===== src/rtl/drac_pkg.sv =====
// Shared types and constants for the data-cache request arbiter.
// Holds the request field bundle, dcache command encodings, tag layout
// and the arbiter FSM state type.
package drac_pkg;

   localparam int ADDR_W             = 40;
   localparam int DATA_W             = 64;
   localparam int CMD_W              = 5;
   localparam int OP_TYPE_W          = 4;
   localparam int DCACHE_TAG_OWNER_W = 2;
   localparam int DCACHE_TAG_SEQ_W   = 6;
   localparam int DCACHE_TAG_W       = DCACHE_TAG_SEQ_W + DCACHE_TAG_OWNER_W;

   typedef logic [ADDR_W-1:0]    addr_t;
   typedef logic [DATA_W-1:0]    bus64_t;
   typedef logic [CMD_W-1:0]     dcache_cmd_t;
   typedef logic [OP_TYPE_W-1:0] dcache_op_type_t;

   localparam dcache_cmd_t DCMD_LOAD  = 5'h00;
   localparam dcache_cmd_t DCMD_STORE = 5'h01;
   localparam dcache_cmd_t DCMD_LR    = 5'h06;
   localparam dcache_cmd_t DCMD_SC    = 5'h07;
   localparam dcache_cmd_t DCMD_FLUSH = 5'h10;

   typedef struct packed {
      dcache_cmd_t     cmd;
      addr_t           addr;
      dcache_op_type_t op_type;
      bus64_t          data;
   } dcache_req_fields_t;

   typedef enum logic [1:0] {
      ST_IDLE  = 2'd0,
      ST_ISSUE = 2'd1,
      ST_WAIT  = 2'd2
   } arb_state_t;

endpackage


===== src/rtl/dcache_req_arbiter_rr_arbiter.sv =====
// Combinational round-robin picker.
// Ports:
//   req       - request vector, one bit per requester
//   ptr       - highest-priority index for this decision
//   grant     - one-hot grant (all zero when nothing requests)
//   grant_idx - encoded index of the granted requester
module rr_arbiter
   import drac_pkg::*;
#(
   parameter int NUM_REQ = 2
) (
   input  logic [NUM_REQ-1:0]            req,
   input  logic [DCACHE_TAG_OWNER_W-1:0] ptr,
   output logic [NUM_REQ-1:0]            grant,
   output logic [DCACHE_TAG_OWNER_W-1:0] grant_idx
);

   localparam int PAD_W = 1 << DCACHE_TAG_OWNER_W;

   logic [PAD_W-1:0] req_pad;
   logic [PAD_W-1:0] grant_pad;

   function automatic logic [DCACHE_TAG_OWNER_W-1:0] wrap_idx(
      input logic [DCACHE_TAG_OWNER_W-1:0] base,
      input int                            off
   );
      int sum;
      sum = int'(base) + off;
      if (sum >= NUM_REQ) sum = sum - NUM_REQ;
      return sum[DCACHE_TAG_OWNER_W-1:0];
   endfunction

   assign req_pad = PAD_W'(req);

   // Walk from the farthest candidate back to ptr so the nearest valid
   // requester is the last one written and therefore wins.
   always_comb begin
      grant_pad = '0;
      grant_idx = '0;
      for (int i = NUM_REQ - 1; i >= 0; i--) begin
         if (req_pad[wrap_idx(ptr, i)]) begin
            grant_pad                    = '0;
            grant_pad[wrap_idx(ptr, i)]  = 1'b1;
            grant_idx                    = wrap_idx(ptr, i);
         end
      end
   end

   assign grant = grant_pad[NUM_REQ-1:0];

endmodule


===== src/rtl/dcache_req_arbiter.sv =====
// Shares one data-cache request port between NUM_REQ requesters.
// One access in flight; round-robin grant; retries on nack up to
// MAX_RETRY attempts, then returns an error response to the owner.
// Ports:
//   clk_i, rstn_i              - clock, synchronous active-low reset
//   req_*_i / req_ready_o      - per-requester request and accept pulse
//   resp_valid_o/data/error    - per-requester response strobe, shared data
//   dmem_req_*                 - latched request towards the dcache
//   dmem_resp_*                - dcache response / nack
//   busy_o                     - transaction in progress
//
// state    | meaning
// ST_IDLE  | no access in flight; grant any valid requester
// ST_ISSUE | driving dmem_req_valid_o, waiting for dmem_req_ready_i
// ST_WAIT  | request accepted, waiting for response or nack
module dcache_req_arbiter
   import drac_pkg::*;
#(
   parameter int NUM_REQ   = 2,
   parameter int MAX_RETRY = 4
) (
   input  logic                      clk_i,
   input  logic                      rstn_i,
   input  logic [NUM_REQ-1:0]        req_valid_i,
   output logic [NUM_REQ-1:0]        req_ready_o,
   input  logic [NUM_REQ*CMD_W-1:0]  req_cmd_i,
   input  logic [NUM_REQ*ADDR_W-1:0] req_addr_i,
   input  logic [NUM_REQ*OP_TYPE_W-1:0] req_op_type_i,
   input  logic [NUM_REQ*DATA_W-1:0] req_data_i,
   output logic [NUM_REQ-1:0]        resp_valid_o,
   output logic [DATA_W-1:0]         resp_data_o,
   output logic                      resp_error_o,
   output logic                      dmem_req_valid_o,
   input  logic                      dmem_req_ready_i,
   output logic [CMD_W-1:0]          dmem_req_cmd_o,
   output logic [ADDR_W-1:0]         dmem_req_addr_o,
   output logic [OP_TYPE_W-1:0]      dmem_op_type_o,
   output logic [DATA_W-1:0]         dmem_req_data_o,
   output logic [DCACHE_TAG_W-1:0]   dmem_req_tag_o,
   input  logic                      dmem_resp_valid_i,
   input  logic                      dmem_resp_nack_i,
   input  logic [DATA_W-1:0]         dmem_resp_data_i,
   output logic                      busy_o
);

   localparam int OWN_W   = DCACHE_TAG_OWNER_W;
   localparam int SEQ_W   = DCACHE_TAG_SEQ_W;
   localparam int RETRY_W = $clog2(MAX_RETRY) + 1;
   localparam logic [RETRY_W-1:0] RETRY_LAST = RETRY_W'(MAX_RETRY - 1);
   localparam logic [OWN_W-1:0]   LAST_IDX   = OWN_W'(NUM_REQ - 1);

   arb_state_t         state_q, state_d;
   dcache_req_fields_t fields_q, sel_fields;
   logic [OWN_W-1:0]   owner_q, rr_ptr_q, grant_idx, next_ptr;
   logic [SEQ_W-1:0]   seq_q;
   logic [RETRY_W-1:0] retry_q;
   logic [NUM_REQ-1:0] grant, resp_valid_q, owner_onehot;
   bus64_t             resp_data_q;
   logic               resp_error_q;
   logic               take, retry, done_ok, done_err;

   rr_arbiter #(.NUM_REQ(NUM_REQ)) u_rr (
      .req       (req_valid_i),
      .ptr       (rr_ptr_q),
      .grant     (grant),
      .grant_idx (grant_idx)
   );

   always_comb begin
      sel_fields = '0;
      for (int i = 0; i < NUM_REQ; i++) begin
         if (grant[i]) begin
            sel_fields.cmd     = req_cmd_i[i*CMD_W +: CMD_W];
            sel_fields.addr    = req_addr_i[i*ADDR_W +: ADDR_W];
            sel_fields.op_type = req_op_type_i[i*OP_TYPE_W +: OP_TYPE_W];
            sel_fields.data    = req_data_i[i*DATA_W +: DATA_W];
         end
      end
   end

   always_comb begin
      state_d  = state_q;
      take     = 1'b0;
      retry    = 1'b0;
      done_ok  = 1'b0;
      done_err = 1'b0;
      unique case (state_q)
         ST_IDLE: begin
            if (|req_valid_i) begin
               take    = 1'b1;
               state_d = ST_ISSUE;
            end
         end
         ST_ISSUE: begin
            if (dmem_req_ready_i) state_d = ST_WAIT;
         end
         ST_WAIT: begin
            // nack has priority over a simultaneous valid
            if (dmem_resp_nack_i) begin
               if (retry_q < RETRY_LAST) begin
                  retry   = 1'b1;
                  state_d = ST_ISSUE;
               end else begin
                  done_err = 1'b1;
                  state_d  = ST_IDLE;
               end
            end else if (dmem_resp_valid_i) begin
               done_ok = 1'b1;
               state_d = ST_IDLE;
            end
         end
         default: state_d = ST_IDLE;
      endcase
   end

   assign next_ptr     = (owner_q == LAST_IDX) ? '0 : owner_q + 1'b1;
   assign owner_onehot = NUM_REQ'(1) << owner_q;

   always_ff @(posedge clk_i) begin
      if (!rstn_i) begin
         state_q      <= ST_IDLE;
         fields_q     <= '0;
         owner_q      <= '0;
         rr_ptr_q     <= '0;
         seq_q        <= '0;
         retry_q      <= '0;
         resp_valid_q <= '0;
         resp_data_q  <= '0;
         resp_error_q <= 1'b0;
      end else begin
         state_q      <= state_d;
         resp_valid_q <= '0;
         resp_error_q <= 1'b0;
         if (take) begin
            fields_q <= sel_fields;
            owner_q  <= grant_idx;
            retry_q  <= '0;
         end
         if (retry) retry_q <= retry_q + 1'b1;
         if (done_ok) begin
            resp_valid_q <= owner_onehot;
            resp_data_q  <= dmem_resp_data_i;
            rr_ptr_q     <= next_ptr;
            seq_q        <= seq_q + 1'b1;
         end
         if (done_err) begin
            resp_valid_q <= owner_onehot;
            resp_error_q <= 1'b1;
            resp_data_q  <= '0;
            rr_ptr_q     <= next_ptr;
         end
      end
   end

   // Gated by rstn_i so nothing is accepted in a cycle that is being reset.
   assign req_ready_o      = (take && rstn_i) ? grant : '0;
   assign resp_valid_o     = resp_valid_q;
   assign resp_data_o      = resp_data_q;
   assign resp_error_o     = resp_error_q;
   assign dmem_req_valid_o = (state_q == ST_ISSUE);
   assign dmem_req_cmd_o   = fields_q.cmd;
   assign dmem_req_addr_o  = fields_q.addr;
   assign dmem_op_type_o   = fields_q.op_type;
   assign dmem_req_data_o  = fields_q.data;
   assign dmem_req_tag_o   = {seq_q, owner_q};
   assign busy_o           = (state_q != ST_IDLE);

endmodule


===== config.mk =====
export PLATFORM = sky130hd
export DESIGN_NAME = dcache_req_arbiter
export DESIGN_NICKNAME = d
export VERILOG_FILES = /design/src/rtl/drac_pkg.sv /design/src/rtl/dcache_req_arbiter_rr_arbiter.sv /design/src/rtl/dcache_req_arbiter.sv
export SDC_FILE = /design/constraint.sdc
export NUM_CORES = 1
export LEC_CHECK = 0
export CORE_AREA = 3 3 186 188
export DETAILED_ROUTE_END_ITERATION = 6
export DIE_AREA = 0 0 189 191
export SYNTH_ARGS = -nofsm -noshare
export SYNTH_HDL_FRONTEND = slang
export SYNTH_SLANG_ARGS = --single-unit
export TNS_END_PERCENT = 100

===== constraint.sdc =====
create_clock -name clk_i -period 4.2 [get_ports clk_i]
set_input_delay 0.84 -clock clk_i [delete_from_list [all_inputs] [get_ports clk_i]]
set_output_delay 0.84 -clock clk_i [all_outputs]
set_load 0.02 [all_outputs]

# Word level (Yosys, flattened, before mapping)
# Cells that the tools add are included.
# totals
regBits	195
output_inout_bits	192
wordCells	89
in_bits	297
# classes
reduce_logical	10
n_addsub	6
eq_ne	6
shift	1
bitwise	1
order_cmp	9
n_mux	44
# ops
op	n
$mux 113	2
$mux 2	18
$mux 1	17
$lt 2x3->1 const B	4
$add 6x1->6 const B	1
$mux 3	2
$pmux 2 s3	1
$reduce_bool 2->1	3
$bmux 1 s2	2
$demux 1 s2	2
$eq 2x1->1 const B	2
$ge 2x1->1 const B	2
$reduce_or 2->1	2
$sub 2x2->2 const B	2
$add 2x1->3 const B	1
$add 3x1->3 const B	1
$ge 3x2->1 const B	1
$logic_and 1x1->1	3
$lt 3x2->1 const B	1
$ne 3x3->1 const B	1
$reduce_and 3->1	1
$add 2x1->2 const B	1
$eq 2x2->1 const B	1
$ge 2x2->1 const B	1
5 further kinds	5

# Depth between registers and ports, before layout
# Gate-level depths: netlist of run 1.
# logic_depth
ltp_word	14
mapped_depth	7
mapped_depth_nobuf	4

# Hierarchy
# From an unflattened synthesis of run 1, not the netlist that was laid out.
# hier_totals
cells_unflattened	903
area_unflattened_um2	7960.1
# modules_own_cells
module	n_inst	cells_each	seq_area_each_um2	area_each_um2
dcache_req_arbiter	1	896	3903.7	7915.1
rr_arbiter	1	7	0.0	45.0

# Worst setup path before layout of run 1
# No wires, ideal clock.
# synth_timing
path_type	input to output
from	in req_valid_i[1]
to	out req_ready_o[0]
stages	6
setup_slack_ps	1455
arrival_ps	1905
n_path_buf	3
required_time_ps	3360
cell_sequence	buf_4 o21ai_4 buf_2 buf_2 nand2_1 nor2_1
# synth_between
elab_chain_len	5
elab_cells_between_ends	11
classes_between	mux (9); reduce/logical (2)
# synth_lines
element	line	rtl
from (decl)	dcache_req_arbiter.sv:24	input logic [NUM_REQ-1:0] req_valid_i,
$bmux 1 s2 / $reduce_or 2->1 (equally long branches)	dcache_req_arbiter_rr_arbiter.sv:41, dcache_req_arbiter.sv:89	
$mux 1 (on tied branches)	dcache_req_arbiter_rr_arbiter.sv:41, dcache_req_arbiter.sv:89	
$mux 2 / $mux 1 (equally long branches)	dcache_req_arbiter_rr_arbiter.sv:41, dcache_req_arbiter.sv:87	
$mux 2 / $logic_and 1x1->1 (equally long branches)	dcache_req_arbiter_rr_arbiter.sv:41, dcache_req_arbiter.sv:156	
$mux 2 (*)	dcache_req_arbiter.sv:156	assign req_ready_o = (take && rstn_i) ? grant : '0;
to (decl)	dcache_req_arbiter.sv:25	output logic [NUM_REQ-1:0] req_ready_o,
# Every way passes the cells marked *; elsewhere a longest branch is shown, timed or not. The select of a mux whose other input is x is not followed.

# Worst setup path after layout of run 1
# layout_timing
from	in rstn_i
to	out req_ready_o[1]
# layout_between
elab_chain_len	2
# layout_lines
element	line	rtl
from (decl)	dcache_req_arbiter.sv:23	input logic rstn_i,
$logic_and 1x1->1	dcache_req_arbiter.sv:156	
$mux 2	dcache_req_arbiter.sv:156	
# Every way passes these cells.

==> run_results.csv, run 1 <==
group,metric,value,unit
sta,finalSetupViolCount,0,
logic_synthesis,synth_warnings,0,
sta,fin_hold_ws,0.453,ns
global_route,overflow,0,
sta,fin_ws,0.906,ns
floorplanning,die_x,189,microns
logic_synthesis,syn_nets,1332,
clock_network,ctsHoldBuffers,0,
global_route,grt_max_degree,115,
drt,routedWlPerCell,19.5,microns
layout,fillCellCount,3331,
sta,final-max-slew-violation-count,0,
worst_setup_path,path_cells,"clkdlybuf4s50_1 -> nand2_1 -> nor2_1 -> clkdlybuf4s50_1",
layout,area_delta_synth_final,65.9,%
drt,drtIter0Drc,476,
floorplanning,fp.dieArea,36100,sq um
clock_network,clkSinkCount,195,
clock_network,cts_resized,0,
worst_setup_path,crit_buf_inv,2,
drt,drt_wl_total,36900,microns
clock_network,worstSkewPairLatency,0.45,ns
worst_setup_path,reg2reg_slack,1.69,ns
drt,first_pass_iters,5,
drt,drcViolationCount,0,
layout,nets,1733,
worst_setup_path,critical_path.slowest_cell,"clkdlybuf4s50_1",
layout,drive_gt1_share,3.94,%
placement,gp_congestion,0.761,
sta,hold_viol_final,0,
sta,worstMarginPinSlew,0.932,ns
job,drv_cap,0,
sta,fmax,304,MHz
floorplanning,dieHeight,191,microns
logic_synthesis,syn_area_per_cell,8.39,sq um
placement,dp_slack,0.891,ns
global_route,grtUsageTotal,19.5,%
worst_setup_path,crit_arrival,2.45,ns
drt,vias_per_cell,5.15,
floorplanning,start_util,26.0,%
global_route,grt_pass1_wl,56100,microns
pwr,leakage,4.89,nW
pwr,seqPwrFrac,41.6,%
clock_network,cts_setup_buffers,0,
drt,via_count,9758,
floorplanning,coreArea,33300,sq um
sta,clock_skew,0.0161,ns
worst_setup_path,cp-end-kind,"output port",
global_route,first_global_vias,9601,
worst_setup_path,path_common_cell,"clkdlybuf4s50_1",
worst_setup_path,critPathRequiredTime,3.36,ns
placement,dp_hpwl,24500,microns
worst_setup_path,start_kind,"primary input",
pwr,vdd_drop_max,0.294,mV
worst_setup_path,critPathMaxFanout,2,
logic_synthesis,synth_seq_cells,195,
logic_synthesis,synth_top_area_share,45.1,%
worst_setup_path,crit_type,"primary input to output port",
layout,final_area,14400,sq um
drt,ant_nets,0,
layout,stdcell_count,1894,
clock_network,cts_root_buf,"clkbuf_16",
pwr,p_sw_share,30.0,%
global_route,antenna_found_initial,1,
pwr,power.share.clock,32.2,%
pwr,powerDensity,345,nW/um^2
clock_network,cts_tree,"yes",
logic_synthesis,ys_types,39,
clock_network,cts_buffer_depth,2,
clock_network,h-tree-depth,4,
clock_network,clk_pin_slew_worst_paths,0.07,ns
sta,rsz0062_at_grt,"no",
hold_path,hold_path_class,"flip-flop to flip-flop",
floorplanning,rows,67,
pwr,comb_power_share,26.2,%
floorplanning,io_pins,489,
logic_synthesis,synth.area.top_cells,"dfxtp_1, a221oi_1, a311oi_1, nand3_1, nand2_1",
pwr,switchingPower,1.49,mW
logic_synthesis,syn_inst,1033,
logic_synthesis,synth_seq_area_share,45.1,%
sta,setup-tns-final,0,ns
clock_network,cts_buffers,17,
logic_synthesis,yosys.area.top_type,"dfxtp_1",
placement,place.port_buffers,488,
sta,fin_crit_sh,78.4,%
sta,relSlewSlack,37.9,%
outcome,run_status,"finished, final reports clean",
placement,place_area,13800,sq um
placement,dp.cells,1863,
sta,period_minus_slack,3.29,ns
worst_setup_path,slowest_delay,0.67,ns
logic_synthesis,synth_area,8660,sq um
pwr,intPower,3.47,mW
worst_setup_path,cp_top_family,"buffers and inverters",
power groups by stage:
stage	registers [mW]	clock network, mW	logic [mW]
6_report	2.06	1.60	1.30
5_1_grt	2.08	1.71	1.40
4_1_cts	2.06	1.66	1.32
3_5_place_dp	2.10	0	1.31
3_3_place_gp	2.10	0	1.30
2_1_floorplan	2.26	0	0.440
kinds of logic (layout without fill, tap and decap cells):
group	count (synthesis)	in the layout	synth area share, %
multiplexers	2	2	0.231
adder cells (fa/ha/maj)	2	2	0.289
AO/OA/AOI/OAI	315	315	28.4
flip-flops	195	195	45.1
other	0	1	0
buffers and inverters	239	651	11.2
XOR/XNOR	1	1	0.101
AND/OR/NAND/NOR	279	279	14.7
Yosys cell counts, drive strengths merged:
library cell,instances
inv,116
a221oi,113
a311oi,113
a22oi,1
mux2i,2
nor4b,1
buf,57
nand4bb,1
a21o,1
a31oi,1
and3,1
dfxtp,195
a211oi,2
nor3,2
and3b,1
xnor2,1
o221ai,2
nor2b,1
or4,1
ha,2
a21oi,73
nor4bb,1
nand2b,3
nand3b,2
nor2,6
o31ai,1
and4b,1
nand3,117
or3,3
o21ai,8
nand2,137
clkbuf,66
nand4,1
final timing paths:
check / start / to / cells after the start
worst max-delay path: rstn_i / req_ready_o[1] / 4
worst max register to register: state_q[1] / dmem_req_data_o[12] / 5
worst min-delay path: resp_data_o[0] / resp_data_o[0] / 2
worst min register to register: resp_data_o[0] / resp_data_o[0] / 2
layer usage:
layer | wire length [microns] | GRT usage, % | up-vias
li1 | - | - | 4609
met1 | 15000 | 23.7 | 4703
met2 | 17800 | 32.9 | 400
met3 | 3170 | 5.98 | 46
met4 | 932 | 6.70 | 0
met5 | 0 | 0 | -
layout by cell type (no fill, tap or decap), types with 3 or more instances in the layout:
cell             count
nor2_1               4
o21ai_4              3
clkdlybuf4s50_1    486
a311oi_1           113
buf_12               5
inv_1              114
o21ai_0              5
clkbuf_16           17
nand2_1            137
or3_1                3
a221oi_1           113
clkinvlp_4           4
buf_4               14
a21oi_1             73
nand3_1            117
dfxtp_1            195
state kept, by name (all words and copies together) (netlist names):
| name | cells |
|---|---|
| resp_error_o | 1 |
| resp_valid_o | 2 |
| dmem_req_addr_o | 40 |
| dmem_req_cmd_o | 5 |
| dmem_req_data_o | 64 |
| owner_q | 2 |
| state_q | 2 |
| retry_q | 3 |
| seq_q | 6 |
| resp_data_o | 64 |
| dmem_op_type_o | 4 |
| rr_ptr_q | 2 |
stage by stage:
stage	power [mW]	utilization (%)
3_3_place_gp	3.40	41.5
4_1_cts	5.04	43.2
6_report	4.96	43.2
5_1_grt	5.19	43.2
2_1_floorplan	2.70	-
3_5_place_dp	3.41	41.5
worst min-delay path, cell delays in order (launching register included):
cell     delay, ns
dfxtp_1       0.31
nand2_1       0.05
a21oi_1       0.05
layout make-up:
cell class / count / area [sq um] / share of cell area, %
antenna: 1 / 2.50 / 0.0174
clock buffer: 20 / 447 / 3.11
clock inverter: 10 / 103 / 0.714
inverter: 116 / 440 / 3.06
multi-input combinational: 599 / 3850 / 26.8
sequential: 195 / 3900 / 27.2
tap: 448 / 561 / 3.90
timing repair buffer: 505 / 5070 / 35.3
(Power assumes the default switching activity.)
==> run 2, diff against run 1 <==
Settings changed: CORE_AREA 3 3 186 188 to 3 3 187 189, DIE_AREA 0 0 189 191 to 0 0 190 192.
Clock period 4.2 ns to 3 ns, I/O delays scaled along.
==> run 2 against run 1 <==
  * Design area rose by 0.79%
  * Worst setup slack got worse by 0.64 ns
  * Power rose by 44%
  * Critical path depth did not move
  * Clock power rose by 51%
  * Sequential power rose by 40%
  * Combinational power rose by 41%
  * Die area rose by 1.1%
  * Wire length rose by 1.3%
  * Via count fell by 0.28%
  * Critical path type is now flip-flop to output port
  * Largest cell class unchanged
==> run_results.csv, run 2 (synthesis results as in run 1) <==
group,metric,value,unit
worst_setup_path,critical_path.slowest_cell,"clkdlybuf4s50_1",
placement,dp_hpwl,25100,microns
worst_setup_path,crit_arrival,2.14,ns
global_route,antenna_found_initial,2,
worst_setup_path,r2r_start,"state_q[1]",
placement,place.port_buffers,488,
clock_network,ctsHoldBuffers,0,
sta,relSlewSlack,38.3,%
global_route,overflow,0,
clock_network,worstSkewPairLatency,0.45,ns
drt,routedWlPerCell,19.7,microns
outcome,run_status,"finished, final reports clean",
drt,drtIter0Drc,494,
layout,final_common_cell,"clkdlybuf4s50_1",
job,drv_cap,0,
drt,ant_nets,0,
worst_setup_path,path_cells,"nor2_4 -> nand2_1 -> nor2_1 -> clkdlybuf4s50_1",
worst_setup_path,critPathMaxFanout,7,
layout,nets,1734,
worst_setup_path,crit_buf_inv,1,
worst_setup_path,crit_type,"flip-flop to output port",
clock_network,cts_buffers,17,
drt,drt_wl_total,37400,microns
worst_setup_path,cp_top_family,"buffers and inverters",
pwr,leakage,4.95,nW
worst_setup_path,crit_start,"state_q[1]",
drt,vias_per_cell,5.13,
clock_network,cts_tree,"yes",
layout,final_cell_mix,"clkdlybuf4s50_1, dfxtp_1, nand2_1, nand3_1, inv_1",
sta,setup-tns-final,0,ns
drt,drcViolationCount,0,
floorplanning,io_pins,489,
worst_setup_path,critPathRequiredTime,2.40,ns
layout,drive_gt1_share,4.28,%
floorplanning,die_x,190,microns
sta,worstMarginPinSlew,0.926,ns
floorplanning,dieHeight,192,microns
pwr,powerDensity,492,nW/um^2
sta,clock_skew,0.0127,ns
clock_network,clkSinkCount,195,
sta,finalSetupViolCount,0,
floorplanning,fp.dieArea,36500,sq um
clock_network,cts_setup_buffers,0,
drt,via_count,9731,
pwr,vdd_drop_max,0.412,mV
sta,final-max-slew-violation-count,0,
layout,area_delta_synth_final,67.2,%
global_route,grt_max_degree,118,
floorplanning,start_util,25.9,%
hold_path,hold_path_class,"flip-flop to flip-flop",
layout,stdcell_count,1897,
clock_network,cts_root_buf,"clkbuf_16",
global_route,grtUsageTotal,19.5,%
floorplanning,rows,67,
clock_network,cts_resized,0,
hold_path,hp-start,"resp_data_o[18]",
floorplanning,coreArea,33400,sq um
clock_network,clk_pin_slew_worst_paths,0.08,ns
drt,first_pass_iters,5,
global_route,grt_pass1_wl,56000,microns
sta,fmax,365,MHz
global_route,first_global_vias,9452,
sta,hold_viol_final,0,
sta,fin_crit_sh,91.2,%
clock_network,cts_buffer_depth,2,
placement,gp_congestion,0.787,
worst_setup_path,slowest_delay,0.65,ns
worst_setup_path,start_kind,"flip-flop",
sta,period_minus_slack,2.74,ns
worst_setup_path,cp-end-kind,"output port",
sta,rsz0062_at_grt,"no",
placement,dp.cells,1864,
clock_network,h-tree-depth,4,
## run 2: path summary, 6_finish.rpt
check	slack [ns]	endpoint	cells past startpoint
worst min register to register	0.45	resp_data_o[18]	2
worst max-delay path	0.26	req_ready_o[0]	4
worst max register to register	1.12	dmem_req_addr_o[24]	4
worst min-delay path	0.45	resp_data_o[18]	2
## run 2: stage by stage
stage          cell area, sq um  hold slack, ns  setup slack, ns  power [mW]  util (%)
2_1_floorplan              8660           0.472            0.735        3.77         -
3_3_place_gp              13900           0.441            0.248        4.77      41.5
3_5_place_dp              13900           0.446            0.248        4.79      41.5
4_1_cts                   14500           0.457            0.188        7.23      43.3
5_1_grt                   14500           0.478            0.139        7.47      43.3
6_report                  14500           0.453            0.263        7.12      43.3
## run 2: metal layers
metal / track usage, % / vias to the layer above / wire (microns)
li1: - / 4610 / -
met1: 23.2 / 4633 / 15000
met2: 31.7 / 408 / 17600
met3: 7.03 / 78 / 3500
met4: 8.33 / 2 / 1340
met5: 0 / - / 17
## run 2: where the power goes
group | total (mW) | internal, mW | switching [mW]
Clock | 2.41 | 1.28 | 1.13
Sequential | 2.88 | 2.78 | 0.107
Combinational | 1.83 | 0.923 | 0.907
Total | 7.12 | 4.98 | 2.14
## run 2: final cells by class
class / instances / area, sq um
flip-flops and latches: 195 / 3900
diodes: 1 / 2.50
clock buffers: 18 / 439
well taps: 448 / 561
fillers: 3309 / 19000
clock inverters: 14 / 166
repair buffers: 506 / 5130
multi-input cells: 599 / 3850
inverters: 116 / 440
## run 2: worst min-delay path: stages, from the launching register on
cell and delay (ns):
dfxtp_1 0.31, nand2_1 0.05, a21oi_1 0.05
==> run 3, diff against run 2 <==
Settings changed: CORE_AREA 3 3 187 189 to 3 3 190 192, CTS_BUF_LIST from default to sky130_fd_sc_hd__clkbuf_8, DIE_AREA 0 0 190 192 to 0 0 193 195.
Clock period 3 ns to 2.5 ns, I/O delays scaled along.
==> run 3 against run 2 <==
  * Register-to-register slack got worse by 0.45 ns
  * Sequential share of layout area increased by 0.23 points
  * Worst setup slack improved by 0.065 ns
  * Final cell count increased by 0.95%
  * Clock skew increased by 0.0032 ns
==> run_results.csv, run 3 (synthesis results as in run 1) <==
group,metric,value,unit
placement,dp_hpwl,25200,microns
floorplanning,die_x,193,microns
clock_network,cts_buffer_depth,2,
pwr,powerDensity,539,nW/um^2
layout,final_cell_mix,"clkdlybuf4s50_1, dfxtp_1, nand2_1, nand3_1, inv_1",
sta,period_minus_slack,2.17,ns
floorplanning,io_pins,489,
pwr,power.share.clock,26.7,%
floorplanning,coreArea,34500,sq um
drt,wl_met3,3330,microns
worst_setup_path,critPathRequiredTime,2.00,ns
placement,place.port_buffers,488,
layout,nets,1744,
worst_setup_path,cp_top_family,"buffers and inverters",
worst_setup_path,path_cells,"clkdlybuf4s50_1 -> nand2_1 -> nor2_1 -> dlygate4sd2_1",
worst_setup_path,critical_path.slowest_cell,"clkdlybuf4s50_1",
worst_setup_path,slowest_delay,0.52,ns
pwr,intPower,5.24,mW
drt,drtIter0Drc,478,
outcome,run_status,"finished, final reports clean",
clock_network,ctsHoldBuffers,0,
global_route,grt_pass1_wl,55800,microns
pwr,comb_power_share,28.5,%
layout,final_common_cell,"clkdlybuf4s50_1",
sta,worstMarginPinSlew,0.860,ns
clock_network,cts_root_buf,"clkbuf_8",
pwr,switchingPower,2.51,mW
drt,drcViolationCount,0,
sta,final-max-slew-violation-count,0,
drt,via_count,9681,
worst_setup_path,crit_arrival,1.67,ns
floorplanning,start_util,25.1,%
hold_path,hold_path_class,"flip-flop to flip-flop",
job,drv_cap,0,
sta,relSlewSlack,42.6,%
floorplanning,rows,68,
drt,vias_per_cell,5.06,
drt,drt_wl_total,37300,microns
sta,clock_skew,0.0159,ns
pwr,p_sw_share,32.4,%
drt,wl_met2,17600,microns
clock_network,cts_buffers,17,
global_route,grt_max_degree,115,
placement,gp_congestion,0.765,
worst_setup_path,start_kind,"primary input",
global_route,first_global_vias,9566,
layout,final_area,14400,sq um
drt,routedWlPerCell,19.5,microns
clock_network,worstSkewPairLatency,0.49,ns
worst_setup_path,critPathMaxFanout,2,
drt,ant_nets,0,
global_route,antenna_found_initial,2,
floorplanning,dieHeight,195,microns
sta,fin_crit_sh,86.9,%
pwr,vdd_drop_max,0.332,mV
drt,met1_length,15300,microns
layout,area_delta_synth_final,65.9,%
placement,place_area,14000,sq um
sta,fmax,461,MHz
worst_setup_path,cp-end-kind,"output port",
drt,first_pass_iters,5,
clock_network,clkSinkCount,195,
clock_network,clk_pin_slew_worst_paths,0.11,ns
worst_setup_path,crit_type,"primary input to output port",
sta,rsz0062_at_grt,"no",
pwr,seqPwrFrac,44.7,%
pwr,leakage,4.93,nW
floorplanning,fp.dieArea,37600,sq um
drt,dr.max_layer_used,"met4",
clock_network,cts_tree,"yes",
sta,setup-tns-final,0,ns
global_route,grtUsageTotal,18.9,%
clock_network,h-tree-depth,4,
global_route,overflow,0,
sta,finalSetupViolCount,0,
worst_setup_path,crit_buf_inv,2,
layout,drive_gt1_share,5.08,%
sta,hold_viol_final,0,
-- run 3: what timing repair did --
| item | in CTS | in global routing |
|---|---|---|
| endpoints found under the hold margin | 0 | 0 |
| setup endpoints to repair | 4 | 1 |
| setup buffers | 0 | 0 |
| gates resized for setup | 5 | 1 |
-- run 3: per-layer routing --
layer | vias up | global-route usage (%)
li1 | 4633 | -
met1 | 4604 | 23.1
met2 | 387 | 30.6
met3 | 57 | 6.28
met4 | 0 | 7.07
met5 | - | 0
-- run 3: path summary, 6_finish.rpt --
kind	start	end	slack, ns	depth (start not counted)
setup reg to reg	state_q[1]	dmem_req_data_o[33]	0.67	6
hold / removal	resp_data_o[60]	resp_data_o[60]	0.46	2
setup / recovery	rstn_i	req_ready_o[1]	0.33	4
hold reg to reg	resp_data_o[60]	resp_data_o[60]	0.46	2
-- run 3: worst register-to-register path, cell delays in order (launching register included) --
cell and delay, ns:
dfxtp_2 0.45, nor2_4 0.06, buf_4 0.16, inv_4 0.09, buf_4 0.51, a311oi_1 0.14
a221oi_1 0.31
-- run 3: area by class of cell --
class | count | area, sq um
Antenna cell | 2 | 5.00
Clock buffer | 19 | 262
Clock inverter | 13 | 120
Fill cell | 3461 | 20200
Inverter | 116 | 440
Multi-Input combinational cell | 599 | 3850
Sequential cell | 195 | 3910
Tap cell | 455 | 569
Timing Repair Buffer | 516 | 5230
-- run 3: power by group through the flow --
stage          Sequential (mW)  Clock [mW]  Combinational [mW]
2_1_floorplan             3.79           0               0.739
3_3_place_gp              3.53           0                2.22
3_5_place_dp              3.54           0                2.23
4_1_cts                   3.47        2.18                2.24
5_1_grt                   3.50        2.27                2.38
6_report                  3.47        2.07                2.21
-- run 3: per-stage QoR --
stage | power [mW] | worst slack [ns] | instances | utilization, % | hold WS (ns)
final | 7.75 | 0.329 | 1915 | 41.6 | 0.459
after global routing | 8.15 | 0.197 | 1915 | 41.6 | 0.475
after CTS | 7.88 | 0.0157 | 1913 | 41.6 | 0.462
after detailed placement | 5.77 | 0.00749 | 1881 | 40.5 | 0.446
after global placement | 5.75 | 0.0239 | 1881 | 40.5 | 0.441
after floorplan | 4.53 | 0.435 | 1033 | - | 0.472
